$ cat config.mk
export PLATFORM = sky130hd
export DESIGN_NAME = muldiv_sequencer
export DESIGN_NICKNAME = d
export VERILOG_FILES = /design/src/rtl/muldiv_sequencer_pkg.sv /design/src/rtl/muldiv_sequencer_step.sv /design/src/rtl/muldiv_sequencer.sv
export SDC_FILE = /design/constraint.sdc
export NUM_CORES = 1
export LEC_CHECK = 0
export BUFFER_PORTS_ARGS = -buffer_cell sky130_fd_sc_hd__buf_2
export CORE_AREA = 2 2 151 153
export DETAILED_ROUTE_END_ITERATION = 12
export DIE_AREA = 0 0 153 155
export HOLD_SLACK_MARGIN = 0.12
export PLACE_DENSITY_LB_ADDON = 0.15
export REMOVE_ABC_BUFFERS = 1
export SETUP_SLACK_MARGIN = 0.05
export SLEW_MARGIN = 20
export SYNTH_ARGS = -nofsm -noshare
export SYNTH_HDL_FRONTEND = slang
export SYNTH_SLANG_ARGS = --single-unit
$ cat constraint.sdc
create_clock -name clk -period 4.5 [get_ports clk]
set_input_delay 0.225 -clock clk [delete_from_list [all_inputs] [get_ports clk]]
set_output_delay 0.225 -clock clk [all_outputs]
set_load 0.02 [all_outputs]
$ cat src/rtl/muldiv_sequencer_pkg.sv
// Shared types and decode constants for the multiply/divide sequencer.
package muldiv_sequencer_pkg;

  // Sequencer state; MUL/DIV are the iterating states.
  typedef enum logic [1:0] {
    IDLE = 2'd0,
    MUL  = 2'd1,
    DIV  = 2'd2,
    DONE = 2'd3
  } muldiv_state_t;

  // R-type funct codes shared with the control unit decode.
  localparam logic [5:0] FUNCT_MFHI  = 6'h10;
  localparam logic [5:0] FUNCT_MFLO  = 6'h12;
  localparam logic [5:0] FUNCT_MULTU = 6'h19;
  localparam logic [5:0] FUNCT_DIVU  = 6'h1b;

endpackage

$ cat src/rtl/muldiv_sequencer_step.sv
// One radix-2 iteration of unsigned shift-add multiply or restoring divide.
// acc_i/acc_o hold {upper, lower}: {product_hi, product_lo} or {R, Q}.
// in_bit is the current multiplier bit (MUL) or next dividend bit (DIV).
module muldiv_step #(
  parameter int unsigned WIDTH = 32
) (
  input  logic                 mode_div,
  input  logic [2*WIDTH-1:0]   acc_i,
  input  logic [WIDTH-1:0]     operand,
  input  logic                 in_bit,
  output logic [2*WIDTH-1:0]   acc_o
);

  logic [WIDTH:0]   sum;
  logic [WIDTH-1:0] rem_shift;
  logic [WIDTH-1:0] rem_sub;
  logic             rem_ge;

  // Single combinational step; the divide trial subtract is expressed as a
  // WIDTH+1-bit compare plus a WIDTH-bit subtract (the kept difference always
  // fits in WIDTH bits), which gives the same result as a signed trial.
  always_comb begin
    sum       = {1'b0, acc_i[2*WIDTH-1:WIDTH]} + (in_bit ? {1'b0, operand} : '0);
    rem_shift = {acc_i[2*WIDTH-2:WIDTH], in_bit};
    rem_ge    = {acc_i[2*WIDTH-1:WIDTH], in_bit} >= {1'b0, operand};
    rem_sub   = rem_shift - operand;
    if (!mode_div) begin
      acc_o = {sum, acc_i[WIDTH-1:1]};
    end else if (rem_ge) begin
      acc_o = {rem_sub, acc_i[WIDTH-2:0], 1'b1};
    end else begin
      acc_o = {rem_shift, acc_i[WIDTH-2:0], 1'b0};
    end
  end

endmodule

$ cat src/rtl/muldiv_sequencer.sv
// Multi-cycle MULTU/DIVU sequencer with HI/LO registers and pipeline interlock.
module muldiv_sequencer
  import muldiv_sequencer_pkg::*;
#(
  parameter int unsigned WIDTH = 32,
  parameter int unsigned CNT_W = 6
) (
  input  logic             clk,
  input  logic             rst_n,
  input  logic             start_mul,
  input  logic             start_div,
  input  logic             rd_hilo,
  input  logic             flush,
  input  logic [WIDTH-1:0] op_a,
  input  logic [WIDTH-1:0] op_b,
  output logic             busy,
  output logic             stall,
  output logic             done,
  output logic             div_zero,
  output logic [WIDTH-1:0] hi,
  output logic [WIDTH-1:0] lo
);

  muldiv_state_t      state_q, state_d;
  logic [CNT_W-1:0]   cnt_q, cnt_d;
  logic [2*WIDTH-1:0] acc_q, acc_d, acc_next;
  logic [WIDTH-1:0]   opnd_q, opnd_d;   // multiplicand (MUL) or divisor (DIV)
  logic [WIDTH-1:0]   strm_q, strm_d;   // multiplier (MUL) or dividend (DIV), shifted out bit by bit
  logic [WIDTH-1:0]   hi_q, hi_d, lo_q, lo_d;
  logic               busy_q, busy_d;
  logic               done_q, done_d;
  logic               div_zero_q, div_zero_d;
  logic               mode_div;
  logic               in_bit;
  logic               last_iter;

  assign mode_div  = (state_q == DIV);
  assign in_bit    = mode_div ? strm_q[WIDTH-1] : strm_q[0];
  assign last_iter = (cnt_q == CNT_W'(WIDTH - 1));

  muldiv_step #(
    .WIDTH(WIDTH)
  ) u_step (
    .mode_div(mode_div),
    .acc_i   (acc_q),
    .operand (opnd_q),
    .in_bit  (in_bit),
    .acc_o   (acc_next)
  );

  // Next-state, iteration and commit logic.
  always_comb begin
    state_d    = state_q;
    cnt_d      = cnt_q;
    acc_d      = acc_q;
    opnd_d     = opnd_q;
    strm_d     = strm_q;
    hi_d       = hi_q;
    lo_d       = lo_q;
    busy_d     = busy_q;
    done_d     = 1'b0;
    div_zero_d = 1'b0;
    case (state_q)
      IDLE, DONE: begin
        state_d = IDLE;
        busy_d  = 1'b0;
        if (start_mul) begin
          state_d = MUL;
          opnd_d  = op_a;
          strm_d  = op_b;
          cnt_d   = '0;
          acc_d   = '0;
          busy_d  = 1'b1;
        end else if (start_div) begin
          state_d = DIV;
          opnd_d  = op_b;
          strm_d  = op_a;
          cnt_d   = '0;
          acc_d   = '0;
          busy_d  = 1'b1;
        end
      end
      MUL, DIV: begin
        if (flush) begin
          state_d = IDLE;
          busy_d  = 1'b0;
          cnt_d   = '0;
        end else begin
          acc_d  = acc_next;
          cnt_d  = cnt_q + CNT_W'(1);
          strm_d = mode_div ? {strm_q[WIDTH-2:0], 1'b0} : {1'b0, strm_q[WIDTH-1:1]};
          if (last_iter) begin
            state_d    = DONE;
            busy_d     = 1'b0;
            cnt_d      = '0;
            done_d     = 1'b1;
            div_zero_d = mode_div && (opnd_q == '0);
            hi_d       = acc_next[2*WIDTH-1:WIDTH];
            lo_d       = acc_next[WIDTH-1:0];
          end
        end
      end
      default: begin
        state_d = IDLE;
        busy_d  = 1'b0;
      end
    endcase
  end

  // State and datapath registers, asynchronously cleared.
  always_ff @(posedge clk or negedge rst_n) begin
    if (!rst_n) begin
      state_q    <= IDLE;
      cnt_q      <= '0;
      acc_q      <= '0;
      opnd_q     <= '0;
      strm_q     <= '0;
      hi_q       <= '0;
      lo_q       <= '0;
      busy_q     <= 1'b0;
      done_q     <= 1'b0;
      div_zero_q <= 1'b0;
    end else begin
      state_q    <= state_d;
      cnt_q      <= cnt_d;
      acc_q      <= acc_d;
      opnd_q     <= opnd_d;
      strm_q     <= strm_d;
      hi_q       <= hi_d;
      lo_q       <= lo_d;
      busy_q     <= busy_d;
      done_q     <= done_d;
      div_zero_q <= div_zero_d;
    end
  end

  assign busy     = busy_q;
  assign done     = done_q;
  assign div_zero = div_zero_q;
  assign hi       = hi_q;
  assign lo       = lo_q;
  assign stall    = busy_q & (rd_hilo | start_mul | start_div);

endmodule

==> impl_results.md, run 1 <==
* Status: finished, final reports clean
* WL met2 at 17.69 mm
* I/O Pins at 138
* Drt total wl at 37.93 mm
* DR vias/cell at 6.220
* Routed WL per cell at 19.24 microns
* Num CTS Buffers at 23
* Dominant cell type by area after synthesis: dfrtp_1
* Port-buffer cells at 137
* CP Cell Sequence: inv_1, ha_4, mux2i_2, inv_1, ha_1, ha_1, fa_1, a21oi_1, o211ai_1, nor3b_1, or3_1, a31oi_1, xor2_1, o221ai_1, mux2_2
* Ys async rst share at 100.0%
* Layout Nets at 1806
* Antenna violations before repair at 4
* Met1 WL at 16.60 mm
* Worst hold path type: in2reg
* Placement Cell Area at 13880 sq um
* Placer congestion estimate at 0.9414
* CTS tree: yes
* Fin area at 15630 sq um
* Leakage at 0.007324 uW
* Most used DFF post-synth: dfrtp_1
* CP arrival at 4.35 ns
* Relative slew slack at 39.04%
* Fill count at 1723
* Period Utilization, post-route at 87.48%
* GRT Resource Usage Total at 31.65%
* Finish-stage setup viols at 0
* Combinational power share at 60.0%
* Switching Share at 48.09%
* Yosys Warn Count at 0
* Non-Filler Instances at 1971
* Total power at 11830 uW
* FMAX at 254.0 MHz
* Final Hold Fails at 0
* Vias in the first global route at 11.78k
* Worst Max-Slew Pin Slew at 0.9144 ns
* Clk buf depth at 3
* DRC at 0
* Minimum clock period at 3.937 ns
* Met3 wire len at 2.598 mm
* Share of power burned in registers at 23.8%
* First-pass GRT wire length at 61.56 mm
* CP endpoint: hi[19]
* Antenna Violating Nets Remaining at 0
* Unique masters post-synth at 80
* H-tree Lvls at 1
* Reg2Reg Depth at 15
* TNS Setup at 0 ns
* Clock-pin slew of the registers on the worst-case setup and hold paths at 0.06 ns
* Worst VDD drop at 0.4928 mV
* Sink Count at 203
* Slowest stage delay, CP at 0.47 ns
* Vias at 12.26k
* Critical Path RT at 4.91 ns
* Register area share after synthesis at 39.04%
* R2R setup slack at 0.56 ns
* Top cells by area, synth: dfrtp_1 (39%), ha_1 (6.4%), o21ai_0 (6.1%)
* Max cap viols at 0
* Mapped Area at 13010 sq um
* Largest net degree at the start of global routing at 119
* R2R Path End: hi[19]
* Die ar. at 23720 sq um
* Crit Path Class: reg2reg
* Share of cells above drive strength 1 at 14.20%
* Synth Instances at 1482
* Post-synth top area share at 39.04%
* Pins Over Slew Limit at 0
* Clock root buffer: clkbuf_16
* Grt total ovfl at 0
* Clk pwr share at 16.2%
* Switching power at 5689 uW
* Area grow syn2layout at 20.11%
* Core area at 22230 sq um
* Initial cell density of the core at 58.54%
* Unrepaired setup endpoints after global routing: no
* Worst skew pair latency at 0.53 ns
* Critical Path Fanout Max at 4
* CP Capture Type: register
* DR pass1 iterations at 7
* Die width at 153 microns
* Post-synth EDFFs at 0
* Max layer used: met5
* P per Cell Area at 757.0 nW/um^2
* Die H at 155 microns
* P_int at 6141 uW
* CP Launch Point: state_q[0]
* Initial drt markers at 998
* R2r startpoint: state_q[0]
* Seq cells post-synth at 203
* # resized after CTS at 0
* Num rows at 55
* Slowest cell on the critical path: or3_1
* Clock skew at 0.02176 ns
* HPWL after detailed placement at 25.41 mm
* DP Cell Count at 1831
* Startpoint Class: register
* Avg Cell Area, Syn at 8.780 sq um
==> cells in the mapped netlist, types with 5 or more instances <==
cell / n
dfrtp_1: 203
nand2_1: 158
o21ai_0: 158
nor2_1: 126
a21oi_1: 72
mux2i_1: 72
clkbuf_1: 69
ha_1: 67
nand3_1: 66
a22oi_1: 65
inv_1: 52
a31oi_1: 48
xnor2_1: 34
a21o_1: 27
o31ai_1: 20
xor2_1: 19
and3_1: 16
o211ai_1: 15
buf_1: 14
mux2_2: 14
nor3_1: 12
nand4_1: 11
nor4_1: 10
a22o_1: 9
nand2b_1: 8
nor2b_1: 7
and2_1: 6
o21a_1: 6
o21bai_1: 6
a211o_1: 5
a211oi_1: 5
==> stage by stage <==
stage          setup slack (ns)  hold WS, ns  utilization [%]
6_report                 0.5632       0.1753            70.31
3_3_place_gp             0.6675       0.4340            62.44
3_5_place_dp             0.6142       0.4416            62.44
2_1_floorplan            -2.229     -0.07059                -
4_1_cts                  0.6069       0.1567            70.25
5_1_grt                  0.3696       0.2071            70.31
==> cell families (layout without fill, tap and decap cells) <==
kind of cell    after synthesis  count (layout)  synth area share (%)
other cells                   0               3                     0
mux                          86              86                 6.751
buf+inv                     144             345                 4.443
fa+ha+maj                    69              69                 6.751
compound gates              482             482                 23.90
xor+xnor                     53              53                 3.568
flops                       203             203                 39.04
simple gates                445             445                 15.55
==> layer usage <==
metal	up-vias	track usage (%)
li1	5794	-
met1	5857	44.17
met2	516	51.57
met3	90	5.153
met4	2	8.907
met5	-	0
==> state kept, by name, indices dropped and copies added (netlist names), 2 cells and up <==
| signal | cells |
|---|---|
| opnd_q | 32 |
| lo | 32 |
| state_q | 2 |
| strm_q | 32 |
| hi | 32 |
| cnt_q | 6 |
| acc_q | 64 |
==> critical path, delay by kind of cell, from the launching register on <==
kind | cells | cell delay, ns
adders and majority gates | 4 | 0.94
AOI/OAI and AO/OA | 4 | 0.93
and+or+nand+nor | 2 | 0.68
muxes | 2 | 0.53
DFF | 1 | 0.37
xor gates and xnor gates | 1 | 0.21
buffers and inverters | 2 | 0.15
==> power groups by stage <==
stage / clock network, uW / registers (uW) / logic [uW]
after global routing: 2010 / 2860 / 7800
after global placement: 0 / 2790 / 6640
after floorplan: 0 / 2620 / 5060
after CTS: 1950 / 2780 / 6940
after detailed placement: 0 / 2810 / 6710
final: 1920 / 2810 / 7100
==> final cells by class <==
cell class | instances | area (sq um) | area share [%]
inverters | 53 | 198.9 | 1.273
multi-input cells | 1135 | 7406 | 47.39
diodes | 3 | 7.507 | 0.04804
clock inverters | 12 | 127.6 | 0.8167
well taps | 285 | 356.6 | 2.282
flip-flops and latches | 203 | 5080 | 32.51
clock buffers | 29 | 648.1 | 4.147
repair buffers | 251 | 1803 | 11.54
==> how the worst min path moves through the flow <==
stage                   from         end  slack [ns]  cells past startpoint
floorplan              rst_n    acc_q[0]       -0.07                      0
global placement       rst_n      lo[27]        0.43                      1
detailed placement     rst_n      lo[27]        0.44                      1
CTS                 op_b[31]  strm_q[31]        0.16                      4
global route        op_b[31]  strm_q[31]        0.21                      4
finish              op_b[31]  strm_q[31]        0.18                      4
==> cell usage in the layout, fill, tap and decap left out, types with 8 or more instances in the layout <==
| master | instances |
|---|---|
| dfrtp_1 | 203 |
| o211ai_1 | 15 |
| and3_1 | 16 |
| mux2_2 | 14 |
| ha_1 | 66 |
| inv_1 | 52 |
| buf_4 | 17 |
| nand2b_1 | 8 |
| mux2i_1 | 71 |
| nand3_1 | 66 |
| a21o_1 | 27 |
| a22o_1 | 9 |
| a31oi_1 | 48 |
| xor2_1 | 19 |
| nand2_1 | 156 |
| nor2_1 | 124 |
| buf_2 | 136 |
| nand4_1 | 11 |
| clkbuf_16 | 23 |
| xnor2_1 | 34 |
| dlygate4sd3_1 | 96 |
| o31ai_1 | 20 |
| nor4_1 | 10 |
| a21oi_1 | 72 |
| a22oi_1 | 65 |
| o21ai_0 | 158 |
| nor3_1 | 12 |
==> repair_timing <==
action	4_1_cts	5_1_grt
hold endpoints to repair	180	0
hold buffers	96	0
endpoints found under the setup margin	0	0
setup buffers	0	0
Power figures use the tool's default switching activity.
==> run 2, diff against run 1 <==
CORE_AREA = 2 2 155 157   (was 2 2 151 153)
DIE_AREA = 0 0 157 159   (was 0 0 153 155)
SYNTH_HIERARCHICAL = 1   (was not set)
==> run 2 against run 1 <==
Effect of this change:
- flip-flop and latch count unchanged
- critical path depth up 1
- cell area up 4.7%
- die area up 5.3%
- critical path type unchanged
- largest cell class unchanged
- largest power group unchanged
==> impl_results.md, run 2 <==
* Num rows at 56 (was 55)
* Most common cell after layout, fill and taps aside: nand2_1 (was dfrtp_1)
* Die width at 157 microns (was 153 microns)
* Share of power burned in registers at 23.2% (was 23.8%)
* Routed WL per cell at 18.55 microns (was 19.24 microns)
* Hold path cells at 4 (unchanged)
* Final Hold Fails at 0 (unchanged)
* Drt total wl at 37.61 mm (was 37.93 mm)
* CTS tree: yes (unchanged)
* Clock skew at 0.01378 ns (was 0.02176 ns)
* Ys async rst share at 100.0% (unchanged)
* Max cap viols at 0 (unchanged)
* P per Cell Area at 735.4 nW/um^2 (was 757.0 nW/um^2)
* R2R Path End: hi[30] (was hi[19])
* DR pass1 iterations at 5 (was 7)
* CP Cell Sequence: inv_1, ha_4, mux2_2, inv_1, ha_1, nor2b_1, o31ai_1, a21oi_2, a41o_2, a211oi_4, a21oi_2, nor2_8, buf_12, mux2i_1, mux2i_1, mux2_4 (was inv_1, ha_4, mux2i_2, inv_1, ha_1, ha_1, fa_1, a21oi_1, o211ai_1, nor3b_1, or3_1, a31oi_1, xor2_1, o221ai_1, mux2_2)
* Layout Nets at 1834 (was 1806)
* Largest net degree at the start of global routing at 106 (was 119)
* Worst min-delay path startpoint: op_a[31] (was op_b[31])
* Seq cells post-synth at 203 (unchanged)
* Worst hold path type: in2reg (unchanged)
* Most frequent cell after synthesis: nand2_1 (was dfrtp_1)
* GRT Resource Usage Total at 30.00% (was 31.65%)
* P_int at 6271 uW (was 6141 uW)
* Sink Count at 203 (unchanged)
* HPWL after detailed placement at 25.31 mm (was 25.41 mm)
* Initial drt markers at 1204 (was 998)
* Placer congestion estimate at 0.9542 (was 0.9414)
* Top cells by area, synth: dfrtp_1 (37%), mux2_4 (6.5%), ha_1 (6.1%) (was dfrtp_1 (39%), ha_1 (6.4%), o21ai_0 (6.1%))
* Die H at 159 microns (was 155 microns)
* Post-synth EDFFs at 0 (unchanged)
* Worst Max-Slew Pin Slew at 0.9555 ns (was 0.9144 ns)
* Period Utilization, post-route at 91.56% (was 87.48%)
* Pins Over Slew Limit at 0 (unchanged)
* Dominant cell type by area after synthesis: dfrtp_1 (unchanged)
* Avg Cell Area, Syn at 9.123 sq um (was 8.780 sq um)
* Leakage at 0.008375 uW (was 0.007324 uW)
* Vias in the first global route at 11.87k (was 11.78k)
* Status: finished, final reports clean (unchanged)
* Worst VDD drop at 0.4950 mV (was 0.4928 mV)
* R2R setup slack at 0.38 ns (was 0.56 ns)
* Unrepaired setup endpoints after global routing: no (unchanged)
* Crit Path Class: reg2reg (unchanged)
* Commonest non-fill, non-tap cells in the layout: nand2_1 (220), dfrtp_1 (203), buf_2 (136) (was dfrtp_1 (203), o21ai_0 (158), nand2_1 (156))
* Minimum clock period at 4.120 ns (was 3.937 ns)
* Die ar. at 24960 sq um (was 23720 sq um)
* Switching Share at 47.89% (was 48.09%)
* Hold EP: strm_q[31] (unchanged)
* Port-buffer cells at 137 (unchanged)
* Top cells by count, synth: nand2_1 (221), dfrtp_1 (203), nor2_1 (87), a21oi_1 (79), nand3_1 (79) (was dfrtp_1 (203), nand2_1 (158), o21ai_0 (158), nor2_1 (126))
* Biggest register: acc_q (unchanged)
* Post-synth top area share at 36.92% (was 39.04%)
* Grt total ovfl at 0 (unchanged)
* Yosys Warn Count at 6 (was 0)
* Core area at 23190 sq um (was 22230 sq um)
* Antenna violations before repair at 0 (was 4)
* Finish-stage setup viols at 0 (unchanged)
* Unique masters post-synth at 79 (was 80)
* Antenna diodes at 0 (was 3)
* Post-CTS setup buffer count at 0 (unchanged)
* Critical Path Fanout Max at 22 (was 4)
* DRC at 0 (unchanged)
* Mapped Area at 13760 sq um (was 13010 sq um)
* Setup WS pre-CTS at 0.4190 ns (was 0.6142 ns)
* Reg2Reg Depth at 16 (was 15)
* Clock-pin slew of the registers on the worst-case setup and hold paths at 0.06 ns (about the same)
* R2r startpoint: state_q[0] (unchanged)
* Combinational power share at 60.3% (was 60.0%)
* Startpoint Class: register (unchanged)
* Critical Path RT at 4.92 ns (was 4.91 ns)
* Register area share after synthesis at 36.92% (was 39.04%)
* Max FFs per register at 64 (unchanged)
* DR vias/cell at 6.013 (was 6.220)
* Num CTS Buffers at 23 (unchanged)
* Area grow syn2layout at 18.95% (was 20.11%)
* First-pass GRT wire length at 61.61 mm (was 61.56 mm)
* Share of cells above drive strength 1 at 18.50% (was 14.20%)
* # resized after CTS at 0 (unchanged)
* Antenna Violating Nets Remaining at 0 (unchanged)
* Clk pwr share at 16.4% (was 16.2%)
* Final WS setup at 0.3798 ns (was 0.5632 ns)
* TNS Setup at 0 ns (unchanged)
* Relative slew slack at 36.01% (was 39.04%)
* Initial cell density of the core at 59.32% (was 58.54%)
* Clk buf depth at 3 (unchanged)
* Clock root buffer: clkbuf_16 (unchanged)
* CP arrival at 4.54 ns (was 4.35 ns)
* Synth Instances at 1508 (was 1482)
* CP Capture Type: register (unchanged)
* Switching power at 5764 uW (was 5689 uW)
* Vias at 12.19k (was 12.26k)
* FMAX at 242.7 MHz (was 254.0 MHz)
* Slowest stage delay, CP at 0.40 ns (was 0.47 ns)
* I/O Pins at 138 (unchanged)
* Worst skew pair latency at 0.53 ns (about the same)
* Slowest cell on the critical path: a41o_2 (was or3_1)
* Most used DFF post-synth: dfrtp_1 (unchanged)
* H-tree Lvls at 1 (unchanged)
[run 2: changes by cell type in the layout (fill, tap and decap cells not counted), moves of 12 or more]
cell,before,now
o21ai_0,158,75
nand2_1,156,220
mux2_4,0,60
nor2_1,124,85
nor3_1,12,46
mux2_2,14,40
nand3_1,66,79
o211ai_1,15,2
o31ai_1,20,7
a31oi_1,48,36
[run 2: critical path: cells and delay by family (launching register included)]
kind	cells	cell delay (ns)
AND/OR/NAND/NOR	2	0.38
AO/OA/AOI/OAI	5	1.38
adder cells (fa/ha/maj)	2	0.32
flip-flops	1	0.36
multiplexers	4	1.06
buffers and inverters	3	0.48
[run 2: kinds of logic after synthesis]
| family | Yosys count | synth area share, % |
|---|---|---|
| fa+ha+maj | 69 | 6.384 |
| simple gates | 505 | 16.45 |
| buf+inv | 141 | 4.620 |
| mux | 171 | 14.99 |
| xor+xnor | 55 | 3.501 |
| flops | 203 | 36.92 |
| compound gates | 364 | 17.13 |
[run 2: layout make-up]
| class | count | area, sq um |
|---|---|---|
| timing repair buffer | 253 | 1831 |
| fill | 1806 | 6827 |
| inverter | 50 | 187.7 |
| clock buffer | 27 | 600.6 |
| tap | 319 | 399.1 |
| clock inverter | 11 | 176.4 |
| multi-input combinational | 1164 | 8092 |
| sequential | 203 | 5080 |
[run 2: worst max-delay path by stage]
stage / from / endpoint / slack [ns] / cells past startpoint
5_1_grt: state_q[0] / hi[25] / 0.17 / 17
3_3_place_gp: state_q[0] / hi[28] / 0.43 / 17
3_5_place_dp: state_q[0] / hi[28] / 0.42 / 17
2_1_floorplan: start_mul / strm_q[29] / -5.34 / 3
6_report: state_q[0] / hi[30] / 0.38 / 16
4_1_cts: state_q[0] / hi[28] / 0.41 / 17
[run 2: metal layers]
| layer | routed length [microns] | GRT usage (%) |
|---|---|---|
| met4 | 846 | 7.381 |
| met1 | 16990 | 43.51 |
| met3 | 2523 | 4.300 |
| met2 | 17240 | 47.45 |
| met5 | 0 | 0 |
[run 2: metrics by stage]
step	util, %	std cells	hold slack, ns	area [sq um]	total power [uW]
6_report	70.57	2027	0.1575	16370	12030
5_1_grt	70.57	2027	0.2035	16370	12920
4_1_cts	70.55	2027	0.1404	16360	11900
3_5_place_dp	63.06	1893	0.3835	14620	9806
3_3_place_gp	63.05	1893	0.3808	14620	9725
2_1_floorplan	-	1417	-0.07059	13310	7947
[run 2: power groups by stage]
stage                     Clock [uW]  Sequential (uW)  Combinational (uW)
after global placement             0             2790                6940
after detailed placement           0             2790                7020
final                           1980             2800                7260
after global routing            2070             2840                8000
after CTS                       2000             2770                7130
after floorplan                    0             2640                5310
[run 2: timing repair]
action                                  in CTS  in global routing
hold endpoints to repair                   167                  0
endpoints found under the setup margin       0                  0
hold buffers                                96                  0
